==> src/rtl/mips_boot_pkg.sv <==
// rtl/mips_boot_pkg.sv - shared types and constants for the instruction-memory boot loader
package mips_boot_pkg;

  // Loader sequencing states
  typedef enum logic [2:0] {
    IDLE   = 3'd0,
    LEN_HI = 3'd1,
    LEN_LO = 3'd2,
    DATA   = 3'd3,
    WRITE  = 3'd4,
    DONE   = 3'd5,
    ERR    = 3'd6
  } state_e;

  // Word count header length and instruction word size, in bytes
  localparam int LEN_BYTES      = 2;
  localparam int BYTES_PER_WORD = 4;

endpackage

==> src/rtl/word_pack.sv <==
// rtl/word_pack.sv - big-endian byte-to-word assembly register with byte counter
module word_pack
  import mips_boot_pkg::*;
(
  input  logic        clk_i,
  input  logic        rst_ni,
  input  logic        clr_i,
  input  logic        shift_i,
  input  logic [7:0]  byte_i,
  output logic [31:0] word_o,
  output logic        full_o
);

  localparam int         WORD_W = BYTES_PER_WORD * 8;
  localparam logic [1:0] LAST   = 2'(BYTES_PER_WORD - 1);

  logic [WORD_W-1:0] word_q;
  logic [1:0]        cnt_q;

  // Shift each accepted byte in at the low end so the first byte ends up most significant
  always_ff @(posedge clk_i or negedge rst_ni) begin
    if (!rst_ni) begin
      word_q <= '0;
      cnt_q  <= '0;
    end else if (clr_i) begin
      word_q <= '0;
      cnt_q  <= '0;
    end else if (shift_i) begin
      word_q <= {word_q[WORD_W-9:0], byte_i};
      cnt_q  <= cnt_q + 2'd1;
    end
  end

  // Full fires on the shift that completes a word; the counter wraps to 0 on that same edge
  assign full_o = shift_i && (cnt_q == LAST);
  assign word_o = word_q;

endmodule

==> src/rtl/imem_loader.sv <==
// rtl/imem_loader.sv - streams a length-prefixed boot image into instruction memory
module imem_loader
  import mips_boot_pkg::*;
#(
  parameter int DEPTH_WORDS = 64,
  parameter int AW          = 6
) (
  input  logic          clk,
  input  logic          reset,
  input  logic          start,
  input  logic          byte_valid,
  input  logic [7:0]    byte_data,
  output logic          byte_ready,
  output logic          imem_we,
  output logic [AW-1:0] imem_addr,
  output logic [31:0]   imem_wdata,
  output logic          cpu_reset,
  output logic          busy,
  output logic          done,
  output logic          err
);

  localparam int                CW      = AW + 1;
  localparam int                LEN_W   = LEN_BYTES * 8;
  localparam logic [LEN_W-1:0] DEPTH_N = LEN_W'(DEPTH_WORDS);

  state_e            state_q;
  logic [LEN_W-1:0]  len_q;
  logic [CW-1:0]     word_cnt_q;
  logic              byte_ready_q;
  logic              imem_we_q;
  logic              cpu_reset_q;
  logic              busy_q;
  logic              done_q;
  logic              err_q;

  logic              xfer;
  logic              can_start;
  logic              pack_full;
  logic [LEN_W-1:0]  len_d;
  logic [CW-1:0]     word_cnt_d;

  assign xfer       = byte_valid && byte_ready_q;
  assign can_start  = start && ((state_q == IDLE) || (state_q == DONE) || (state_q == ERR));
  assign len_d      = {len_q[LEN_W-1:8], byte_data};
  assign word_cnt_d = word_cnt_q + 1'b1;

  word_pack u_word_pack (
    .clk_i   (clk),
    .rst_ni  (reset),
    .clr_i   (can_start),
    .shift_i (xfer && (state_q == DATA)),
    .byte_i  (byte_data),
    .word_o  (imem_wdata),
    .full_o  (pack_full)
  );

  // Sequencer: every output is registered and set alongside the state it belongs to
  always_ff @(posedge clk or negedge reset) begin
    if (!reset) begin
      state_q      <= IDLE;
      len_q        <= '0;
      word_cnt_q   <= '0;
      byte_ready_q <= 1'b0;
      imem_we_q    <= 1'b0;
      cpu_reset_q  <= 1'b1;
      busy_q       <= 1'b0;
      done_q       <= 1'b0;
      err_q        <= 1'b0;
    end else begin
      imem_we_q <= 1'b0;
      case (state_q)
        IDLE, DONE, ERR: begin
          if (can_start) begin
            state_q      <= LEN_HI;
            len_q        <= '0;
            word_cnt_q   <= '0;
            byte_ready_q <= 1'b1;
            cpu_reset_q  <= 1'b1;
            busy_q       <= 1'b1;
            done_q       <= 1'b0;
            err_q        <= 1'b0;
          end
        end
        LEN_HI: begin
          if (xfer) begin
            len_q[LEN_W-1:8] <= byte_data;
            state_q          <= LEN_LO;
          end
        end
        LEN_LO: begin
          if (xfer) begin
            len_q <= len_d;
            if (len_d == '0) begin
              state_q      <= DONE;
              byte_ready_q <= 1'b0;
              cpu_reset_q  <= 1'b0;
              busy_q       <= 1'b0;
              done_q       <= 1'b1;
            end else if (len_d > DEPTH_N) begin
              state_q      <= ERR;
              byte_ready_q <= 1'b0;
              busy_q       <= 1'b0;
              err_q        <= 1'b1;
            end else begin
              state_q <= DATA;
            end
          end
        end
        DATA: begin
          if (pack_full) begin
            state_q      <= WRITE;
            byte_ready_q <= 1'b0;
            imem_we_q    <= 1'b1;
          end
        end
        WRITE: begin
          word_cnt_q <= word_cnt_d;
          if (LEN_W'(word_cnt_d) == len_q) begin
            state_q     <= DONE;
            cpu_reset_q <= 1'b0;
            busy_q      <= 1'b0;
            done_q      <= 1'b1;
          end else begin
            state_q      <= DATA;
            byte_ready_q <= 1'b1;
          end
        end
        default: begin
          state_q      <= IDLE;
          byte_ready_q <= 1'b0;
          cpu_reset_q  <= 1'b1;
          busy_q       <= 1'b0;
        end
      endcase
    end
  end

  assign byte_ready = byte_ready_q;
  assign imem_we    = imem_we_q;
  assign imem_addr  = word_cnt_q[AW-1:0];
  assign cpu_reset  = cpu_reset_q;
  assign busy       = busy_q;
  assign done       = done_q;
  assign err        = err_q;

endmodule

==> config.mk <==
export PLATFORM = sky130hd
export DESIGN_NAME = imem_loader
export DESIGN_NICKNAME = d
export VERILOG_FILES = /design/src/rtl/mips_boot_pkg.sv /design/src/rtl/word_pack.sv /design/src/rtl/imem_loader.sv
export SDC_FILE = /design/constraint.sdc
export NUM_CORES = 1
export LEC_CHECK = 0
export CAP_MARGIN = 20
export CORE_UTILIZATION = 23
export DETAILED_ROUTE_END_ITERATION = 6
export GPL_ROUTABILITY_DRIVEN = 0
export PLACE_DENSITY = 0.49
export SLEW_MARGIN = 20
export SYNTH_ARGS = -nofsm -noshare
export SYNTH_HDL_FRONTEND = slang
export SYNTH_SLANG_ARGS = --single-unit
==> constraint.sdc <==
create_clock -name clk -period 2.2 [get_ports clk]
set_input_delay 0.44 -clock clk [delete_from_list [all_inputs] [get_ports clk]]
set_output_delay 0.44 -clock clk [all_outputs]
set_load 0.1 [all_outputs]
# After elaboration in Yosys (flattened, before gate mapping)
# Index checks and enable logic that the tools add are counted.
# word_totals
ff_bits	66
input_bits	12
out_inout_bits	44
# op_classes
addsub	2
magnitude_cmp	1
n_eq_ne	18
muxes	42
bitwise	3
reduce_logical	24
# op_table
cell	n
$mux 32	2
$pmux 8 s3	1
$mux 3	7
$reduce_and 5->1	4
$mux 1	18
$ne 2x2->1 const B	9
$eq 7x16->1	1
$gt 16x7->1 const B	1
$logic_not 16->1	1
$mux 16	1
$mux 8	2
$pmux 8 s2	1
$pmux 3 s5	1
$pmux 7 s2	1
$eq 3x3->1 const B	3
$pmux 1 s4	2
$reduce_and 4->1	2
$reduce_bool 2->1	4
$add 7x1->7 const B	1
$mux 7	1
$eq 3x2->1 const B	2
$reduce_and 6->1	1
$pmux 1 s5	1
$logic_and 1x1->1	4
15 further kinds	19

# Longest topological paths before layout
# Gate-level depths: netlist of run 1.
# logic_depth
depth_word	6
mapped_depth	7
mapped_depth_nobuf	7

# By module
# A second synthesis of run 1 with hierarchy kept.
# hier_totals
cells_unflattened	352
hier_area_um2	3427.0
# modules_own_cells
mod	instances	cells_per_inst	area_each_um2
imem_loader	1	240	1999.4
word_pack	1	112	1427.6

# Least setup slack after synthesis of run 1
# OpenSTA, ideal clock, no wires.
# synth_timing
path_kind	reg2reg
from	reg byte_ready_q, in the netlist byte_ready
to	reg len_q[13]
t_arrival_ps	2262
t_required_ps	2080
setup_slack_ps	-182
path_stages_with_launch	7
n_path_buf	1
synth_period_minus_slack_ps	2382
cell_sequence	dfrtp_1 -> and2_0 -> a21oi_1 -> o22ai_1 -> clkbuf_1 -> nor2b_1 -> a31o_2
# synth_via
elab_chain_cells	3
# synth_rtl
item	line_no	rtl
from (decl)	imem_loader.sv:30	logic byte_ready_q;
from (signal assigned)	imem_loader.sv:64	byte_ready_q <= 1'b0;
from (signal assigned)	imem_loader.sv:78	byte_ready_q <= 1'b1;
from (signal assigned)	imem_loader.sv:96	byte_ready_q <= 1'b0;
$logic_and 1x1->1	imem_loader.sv:43	assign xfer = byte_valid && byte_ready_q;
$ne 2x2->1 (no line)	-	
$reduce_and 4->1 (no line)	-	
to (signal, indexed assignment)	imem_loader.sv:87	len_q[LEN_W-1:8] <= byte_data;
to (signal assigned)	imem_loader.sv:93	len_q <= len_d;
to (decl)	imem_loader.sv:28	logic [LEN_W-1:0] len_q;
# No other way between the ends.
# A chain may end at the register's enable or synchronous reset.

# Worst setup path after layout of run 1
# layout_timing
from	in byte_data[3]
to	reg byte_ready_q, in the netlist byte_ready
# layout_via
elab_chain_cells	4
word_cells_on_any_way	7
classes_between	order compare (1); eq/ne (1); mux (3); reduce/logical (2)
# layout_rtl
item	line_no	rtl
from (decl)	imem_loader.sv:12	input logic [7:0] byte_data,
branches (longest 4 deep; another with $gt 16x7->1)	-	
to (signal assigned)	imem_loader.sv:78	
to (signal assigned)	imem_loader.sv:96	
to (signal assigned)	imem_loader.sv:102	byte_ready_q <= 1'b0;
# Parallel ways; which one is timed is not known. The select of a mux whose other input is x is not followed.

==> impl_metrics.json, run 1 <==
{
  "crit_type": "in -> reg",
  "wire_per_inst_um": 14.0,
  "grt_max_degree": 35,
  "power_density_nw_per_um2": 1360,
  "h-tree-depth": 3,
  "m1WireLength_mm": 4.33,
  "die_area_um2": 14300,
  "startpoint_type": "primary input",
  "wl_mm": 8.75,
  "cts_buffer_depth": 2,
  "worst_slew_pin_slew_ps": 487,
  "synth-main-ff-cell": "dfrtp_1",
  "ir_worst_vdd_uv": 869,
  "yosys.cell_types.count": 42,
  "dr_wl_met2_mm": 4.03,
  "first_pass_iters": 4,
  "cp.arrival_ps": 2430,
  "fin_crit_ps": 2220,
  "overflow": 0,
  "crit_path_end_kind": "flop",
  "die_w_um": 120,
  "cts_made_buffers": 9,
  "drc_errors": 0,
  "synth_edf_count": 0,
  "vias": 2841,
  "drt_iter0_markers": 124,
  "met3_length_um": 262,
  "post_drt_via_cell_ratio": 4.55,
  "antenna_found_initial": 0,
  "finalInstanceArea_um2": 4470,
  "crit_fanout": 3,
  "synth_area_um2": 3190,
  "synth-async-reset-ratio_pct": 100,
  "violations": "negative setup slack",
  "cts_num_sinks": 66,
  "ys_seq_elements": 66,
  "outcome": "finished with violations",
  "hold_class": "in -> async",
  "syn2layout_area_growth_pct": 40.4,
  "n_antenna_cell": 0,
  "finalSetupViolCount": 1,
  "clock_skew_ps": 6.23,
  "crit_required_ps": 2420,
  "grt_pass1_vias": 2691,
  "nFillCells": 1409,
  "clk-insertion-delay-late_ps": 330,
  "clock.fmax_mhz": 451,
  "dp_hpwl_mm": 6.25,
  "multi_input_area_um2": 1450,
  "cts.clk_slew.worst_paths_ps": 60,
  "grt_pass1_wl_mm": 14.2,
  "core_um2": 13400,
  "syn_inst": 361,
  "io_pins": 56,
  "rows": 42,
  "slew_headroom_pct": 67.5,
  "port_buffers": 55,
  "cap_viol_max_count": 0,
  "synth.net_count": 375,
  "grt_use_total_pct": 12.8,
  "finalHoldViolCount": 0,
  "regArea_um2": 1650,
  "layout-drive-gt1-share_pct": 28.7,
  "placed_cell_area_um2": 4090,
  "clock-root-buffer": "clkbuf_16",
  "final_util_pct": 33.4,
  "nets": 458,
  "slew_violations": 0,
  "timing.hold.ws_ps": 69.9,
  "routed.top_layer": "met4",
  "seq_area_frac_synth_pct": 51.9,
  "synth.avg_cell_area_um2": 8.82,
  "min_period_over_period_pct": 101,
  "p_leak_nw": 2.02,
  "fin_ws_ps": -16.9,
  "yosysWarningCount": 0,
  "cts_tree": "built",
  "postRouteAntennaNets": 0,
  "rsz0062_at_grt": "true",
  "die_h_um": 120,
  "start_util_pct": 23.8,
  "finalPower_w": 0.00608
}
==> metrics by stage <==
stage	setup TNS, ps	setup slack, ps	std cells
final	-16.9	-16.9	625
after detailed placement	-2410	-548	608
after floorplan	-44.9	-44.9	361
after global routing	-409	-101	625
after CTS	-54.4	-54.4	625
after global placement	-2290	-534	608
==> cell usage after synthesis (2+ instances only) <==
master / instances / area share [%]
ha_1: 2 / 0.79
xor2_1: 5 / 1.4
nor3_1: 5 / 0.79
o22ai_1: 5 / 0.98
or4_4: 2 / 0.71
a221o_1: 2 / 0.63
nor2b_1: 9 / 1.8
or3_1: 3 / 0.59
and4_1: 3 / 0.82
or4_1: 2 / 0.47
nand2_1: 98 / 12
dfrtp_1: 65 / 51
o31ai_1: 3 / 0.71
inv_1: 8 / 0.94
o21ai_0: 24 / 3.8
clkbuf_1: 17 / 2.0
xnor2_1: 6 / 1.6
a21oi_1: 45 / 7.1
a31o_2: 8 / 2.2
nand3_1: 4 / 0.63
and3_1: 2 / 0.39
nor2_1: 15 / 1.8
nand2b_1: 2 / 0.39
a211oi_1: 3 / 0.71
buf_4: 6 / 1.4
==> layer usage <==
metal	vias up	track usage [%]
met3	5	2.61
met4	0	5.16
met2	53	18.9
met5	-	0
li1	1409	-
met1	1374	18.1
==> worst max-delay path: stages <==
cell,delay (ps)
dlygate4sd2_1,240
or4_4,550
or4_4,440
and4_4,210
or3_4,330
o22a_2,220
==> logic make-up after synthesis <==
family                     Yosys count  synth area share [%]
and+or+nand+nor                    151                  21.4
AOI/OAI and AO/OA                   99                  18.5
DFF                                 66                  51.9
buffers and inverters               32                  4.48
xor gates and xnor gates            11                  3.02
adders and majority gates            2                 0.785
==> cell type report <==
cell class              count  share of cell area, %
multi-input cells         263                   32.4
flip-flops and latches     66                   37.0
clock inverters             6                   2.01
clock buffers              10                   5.34
repair buffers             96                   17.6
inverters                   8                  0.671
well taps                 176                   4.92
==> sequential cells by signal (all words and copies together) (netlist names) <==
name                count
byte_ready              1
word_cnt_q              7
cpu_reset               1
state_q                 3
u_word_pack.cnt_q       2
busy                    1
u_word_pack.word_o     32
imem_we                 1
done                    1
len_q                  16
err                     1
==> report_power, final <==
group / switching (W) / internal (W) / leakage, nW
sequential: 0.000218 / 0.00148 / 0.895
clock: 0.000550 / 0.00102 / 0.159
combinational: 0.00189 / 0.000919 / 0.966
==> final timing paths <==
| check | start | endpoint | slack, ps | depth (start not counted) |
|---|---|---|---|---|
| worst max-delay path | byte_data[3] | byte_ready$_DFFE_PN0P_ | -20 | 6 |
| worst min-delay path | reset | len_q[4]$_DFFE_PN0P_ | 70 | 1 |
| worst max register to register | len_q[12]$_DFFE_PN0P_ | byte_ready$_DFFE_PN0P_ | 20 | 7 |
| worst min register to register | cpu_reset$_DFFE_PN1P_ | cpu_reset$_DFFE_PN1P_ | 480 | 2 |
| max in group asynchronous | reset | cpu_reset$_DFFE_PN1P_ | 1530 | 2 |
| min in group clk | cpu_reset$_DFFE_PN1P_ | cpu_reset$_DFFE_PN1P_ | 480 | 2 |
==> cells in the final DEF (no fill, tap or decap), types with 3 or more instances in the layout <==
cell             instances
buf_12                   4
nor3_1                   4
o31ai_1                  3
o21ai_0                 21
inv_1                    8
xnor2_1                  6
o22ai_1                  4
nor2b_1                  9
nor2_1                  14
clkdlybuf4s50_1          6
a31o_2                   8
and4_1                   3
dfrtp_1                 64
xor2_1                   5
nand3_1                  4
nand2_1                 98
a21oi_1                 44
buf_4                   81
dlygate4sd2_1            4
clkbuf_16                9
or4_4                    4
==> repair_timing <==
item	in CTS	in global routing
endpoints found under the setup margin	5	6
resized for setup	7	10
gates cloned	0	0
pin swaps	3	7
hold buffers	0	0
setup buffers	1	0
Power figures use the tool's default switching activity.
==> run 2: changes to the inputs <==
- CORE_MARGIN: not set -> 5
==> run 2 against run 1 <==
The run now ends clean. Register-to-register slack gained 40 ps. Global-route usage shrank 1.2 points. Core utilization shrank 1.3 points. Critical path depth is the same. Clock skew shrank 1.4 ps. Cell area shrank 1.7%. Routed wire length grew 3.7%. Critical path type unchanged. Clock-buffer cell count grew 1.
==> impl_metrics.json, run 2 (synthesized netlist as in run 1, its figures left out) <==
{
  "antenna_found_initial": 0,
  "combPwrFrac_pct": 47.3,
  "layout-drive-gt1-share_pct": 28.3,
  "intPower_w": 0.00325,
  "drc_errors": 0,
  "hold_class": "in -> async",
  "vias": 2863,
  "cts_num_sinks": 66,
  "drt_iter0_markers": 110,
  "dp_hpwl_mm": 6.44,
  "cp_num_cells": 6,
  "grt_use_total_pct": 11.5,
  "cts_tree": "built",
  "finalHoldViolCount": 0,
  "finalPower_w": 0.00590,
  "timing.hold.ws_ps": 74.9,
  "grt_pass1_wl_mm": 15.1,
  "critPathBufInv": 1,
  "io_pins": 56,
  "largest_reg_flops": 32,
  "rows": 43,
  "crit_fanout": 2,
  "post_drt_via_cell_ratio": 4.57,
  "worstPathCellList": "dlygate4sd2_1 > or4_4 > or4_4 > and4_4 > or3_4 > o22a_2",
  "min_period_over_period_pct": 98.2,
  "path_common_cell": "or4_4",
  "overflow": 0,
  "outcome": "finished, final reports clean",
  "clock.fmax_mhz": 463,
  "die_h_um": 128,
  "slew_violations": 0,
  "finalSetupViolCount": 0,
  "reg2reg_depth": 7,
  "die_area_um2": 16300,
  "grt_pass1_vias": 2889,
  "slew_headroom_pct": 65.8,
  "final_util_pct": 32.0,
  "cts_hold_buf": 0,
  "postRouteAntennaNets": 0,
  "startpoint_type": "primary input",
  "fin_ws_ps": 38.8,
  "nets": 455,
  "power_density_nw_per_um2": 1340,
  "final_common_cell": "nand2_1",
  "crit_path_end_kind": "flop",
  "cts_made_buffers": 9,
  "wl_mm": 9.07,
  "swShare_pct": 44.8,
  "h-tree-depth": 3,
  "post_cts_buffers": 0,
  "first_pass_iters": 4,
  "port_buffers": 55,
  "crit_type": "in -> reg",
  "syn2layout_area_growth_pct": 38.0,
  "cap_viol_max_count": 0,
  "final_cell_mix": "nand2_1 (98), buf_4 (79), dfrtp_1 (64), a21oi_1 (44), o21ai_0 (21)",
  "clock_skew_ps": 4.83,
  "n_antenna_cell": 0,
  "clk-insertion-delay-late_ps": 330,
  "critPathTopFamily": "simple AND/OR/NAND/NOR gates",
  "switchingPower_w": 0.00265,
  "preCtsSetupSlack_ps": -554,
  "pwr-share-clk_pct": 23.8,
  "cts_buffer_depth": 2,
  "p_leak_nw": 1.97,
  "slowest_stage": "or4_4",
  "cpPeakStageDelay_ps": 430,
  "die_w_um": 128,
  "start_util_pct": 23.2,
  "wire_per_inst_um": 14.5,
  "ir_worst_vdd_uv": 964,
  "worst_slew_pin_slew_ps": 513,
  "cp.arrival_ps": 2380,
  "pwr-share-seq_pct": 28.8,
  "grt_max_degree": 46,
  "core_um2": 13700,
  "fin_crit_ps": 2160,
  "cts.clk_slew.worst_paths_ps": 60,
  "crit_required_ps": 2420,
  "clock-root-buffer": "clkbuf_16",
  "rsz0062_at_grt": "false"
}
-- run 2: changes by cell type in the layout (fill, tap and decap cells not counted), sizes merged --
cell	before	now
bufinv	2	1
buf	86	83
dlygate4sd2	4	1
clkbuf	10	13
clkinvlp	1	2
clkinv	3	2
clkdlybuf4s15	0	1
-- run 2: what timing repair did --
action | in CTS | in global routing
endpoints found under the setup margin | 6 | 6
pin swaps | 9 | 9
resized for setup | 14 | 8
-- run 2: final cells by class --
cell class | count | area, µm²
Tap cell | 180 | 225
Multi-Input combinational cell | 263 | 1450
Fill cell | 1439 | 9320
Inverter | 8 | 30.0
Sequential cell | 66 | 1650
Timing Repair Buffer | 93 | 747
Clock buffer | 11 | 233
Clock inverter | 5 | 55.1
-- run 2: final timing paths --
kind | from | to | slack [ps]
max reg2reg | len_q[9]$_DFFE_PN0P_ | byte_ready$_DFFE_PN0P_ | 60
min in group clk | byte_data[2] | len_q[2]$_DFFE_PN0P_ | 470
max in group asynchronous | reset | cpu_reset$_DFFE_PN1P_ | 1460
max | byte_data[0] | byte_ready$_DFFE_PN0P_ | 40
min reg2reg | cpu_reset$_DFFE_PN1P_ | cpu_reset$_DFFE_PN1P_ | 500
min | reset | u_word_pack.word_o[30]$_DFFE_PN0P_ | 70
-- run 2: stage by stage --
stage	setup TNS, ps	instances	area, µm²
2_1_floorplan	-44.9	361	3190
3_3_place_gp	-2570	610	4070
3_5_place_dp	-2590	610	4070
4_1_cts	-205	626	4390
5_1_grt	0	626	4400
6_report	0	626	4400
-- run 2: power groups by stage --
| stage | registers (W) | logic [W] | clock network, W |
|---|---|---|---|
| floorplan | 0.00247 | 0.00113 | 0 |
| global placement | 0.00172 | 0.00269 | 0 |
| detailed placement | 0.00172 | 0.00270 | 0 |
| CTS | 0.00171 | 0.00279 | 0.00144 |
| global route | 0.00174 | 0.00300 | 0.00149 |
| finish | 0.00170 | 0.00279 | 0.00141 |
-- run 2: layer usage --
layer	wire, µm	up-vias	global-route usage (%)
met5	0	-	0
met2	4260	62	18.0
met1	4310	1376	15.6
met4	229	0	5.62
met3	273	17	1.83
li1	-	1408	-
==> run 3: changes to the inputs <==
- TNS_END_PERCENT: not set -> 5
==> run 3 against run 2 <==
Power rose by 0.23%. Cell area increased by 0.23%. Sequential share of layout area fell by 0.086 points. Critical path type is now reg -> reg. Largest cell class unchanged. Combinational power decreased by 2%. Cell count shrank 0.32%.
==> impl_metrics.json, run 3 (synthesized netlist as in run 1, its figures left out) <==
{
  "switchingPower_w": 0.00265,
  "grt_max_degree": 67,
  "h-tree-depth": 3,
  "nets": 453,
  "die_h_um": 128,
  "finalInstanceArea_um2": 4410,
  "start_util_pct": 23.2,
  "rsz0062_at_grt": "true",
  "syn2layout_area_growth_pct": 38.3,
  "die_w_um": 128,
  "vias": 2821,
  "fin_crit_ps": 2150,
  "clock_skew_ps": 7.14,
  "hold_class": "in -> async",
  "cts_buffer_depth": 2,
  "clk-insertion-delay-late_ps": 330,
  "ir_worst_vdd_uv": 858,
  "cts.clk_slew.worst_paths_ps": 60,
  "cp.arrival_ps": 2360,
  "intPower_w": 0.00326,
  "swShare_pct": 44.8,
  "wire_per_inst_um": 14.3,
  "crit_path_end_kind": "flop",
  "layout-drive-gt1-share_pct": 27.5,
  "port_buffers": 55,
  "startpoint_type": "flop",
  "placed_cell_area_um2": 4060,
  "power_density_nw_per_um2": 1340,
  "grt_pass1_vias": 2842,
  "crit_fanout": 2,
  "drc_errors": 0,
  "cap_viol_max_count": 0,
  "finalPower_w": 0.00591,
  "pwr-share-seq_pct": 29.2,
  "cts_num_sinks": 66,
  "cts_tree": "built",
  "tns_ps": 0,
  "finalHoldViolCount": 0,
  "timing.hold.ws_ps": 118,
  "crit_type": "reg -> reg",
  "final_cell_mix": "nand2_1 (98), buf_4 (76), dfrtp_1 (64), a21oi_1 (44), o21ai_0 (21)",
  "finalSetupViolCount": 0,
  "worst_slew_pin_slew_ps": 433,
  "crit_required_ps": 2410,
  "cts_hold_buf": 0,
  "rows": 43,
  "outcome": "finished, final reports clean",
  "combPwrFrac_pct": 46.1,
  "overflow": 0,
  "min_period_over_period_pct": 97.9,
  "first_pass_iters": 7,
  "antenna_found_initial": 0,
  "nFillCells": 1444,
  "drt_iter0_markers": 124,
  "grt_use_total_pct": 11.1,
  "core_um2": 13700,
  "dp_hpwl_mm": 6.29,
  "final_common_cell": "nand2_1",
  "p_leak_nw": 1.98,
  "clock-root-buffer": "clkbuf_16",
  "wl_mm": 8.95,
  "postRouteAntennaNets": 0,
  "pwr-share-clk_pct": 24.7,
  "post_drt_via_cell_ratio": 4.52,
  "largest_reg_flops": 32,
  "post_cts_buffers": 0,
  "cts_made_buffers": 9,
  "grt_pass1_wl_mm": 14.6,
  "clock.fmax_mhz": 464,
  "slew_violations": 0,
  "die_area_um2": 16300,
  "io_pins": 56,
  "slew_headroom_pct": 71.1,
  "n_antenna_cell": 0
}
-- run 3: cell count changes in the layout (fill, tap and decap cells not counted), sizes merged --
| cell | delta |
|---|---|
| inv | +1 |
| clkdlybuf4s15 | +2 |
| clkbuf | -3 |
| buf | -2 |
| clkinvlp | -1 |
| clkinv | +1 |
-- run 3: power by group through the flow --
stage,combinational [W],sequential [W],clock (W)
after detailed placement,0.00266,0.00174,0
after floorplan,0.00113,0.00247,0
after global routing,0.00292,0.00177,0.00155
final,0.00273,0.00173,0.00146
after global placement,0.00265,0.00174,0
after CTS,0.00270,0.00173,0.00149
-- run 3: path summary, 6_finish.rpt --
path	start	end	slack [ps]	cells after the start
max	len_q[13]$_DFFE_PN0P_	state_q[1]$_DFFE_PN0P_	50	6
min	reset	u_word_pack.word_o[29]$_DFFE_PN0P_	120	2
max reg2reg	len_q[13]$_DFFE_PN0P_	state_q[1]$_DFFE_PN0P_	50	6
min reg2reg	cpu_reset$_DFFE_PN1P_	cpu_reset$_DFFE_PN1P_	470	2
max in group asynchronous	reset	byte_ready$_DFFE_PN0P_	1760	2
min in group clk	cpu_reset$_DFFE_PN1P_	cpu_reset$_DFFE_PN1P_	470	2
-- run 3: critical path, stage by stage (launching register included) --
cell and delay, ps:
dfrtp_1 370, or4_4 550, a211oi_2 240, o211ai_1 180
a2111oi_4 280, o21ai_2 110, a221o_1 300
-- run 3: final cells by class --
class	instances	area, µm²	share of cell area [%]
tap	180	225	5.11
inverter	8	30.0	0.682
timing repair buffer	91	754	17.1
clock buffer	10	239	5.42
multi-input combinational	263	1440	32.6
clock inverter	6	65.1	1.48
sequential	66	1650	37.5
-- run 3: per-stage QoR --
stage,cells,util [%],worst slack [ps]
floorplan,361,-,-44.9
global placement,608,29.6,-528
detailed placement,608,29.6,-544
CTS,624,31.9,-39.8
global route,624,32.1,-33.4
finish,624,32.1,46.7
-- run 3: metal layers --
metal	routed length [µm]	track usage (%)
met1	4360	15.6
met2	4190	17.2
met3	289	2.17
met4	113	3.81
met5	0	0
-- run 3: timing repair --
action / CTS / global route
pin swaps: 3 / 8
endpoints found under the setup margin: 6 / 6
gates resized for setup: 10 / 8
cloned: 0 / 0
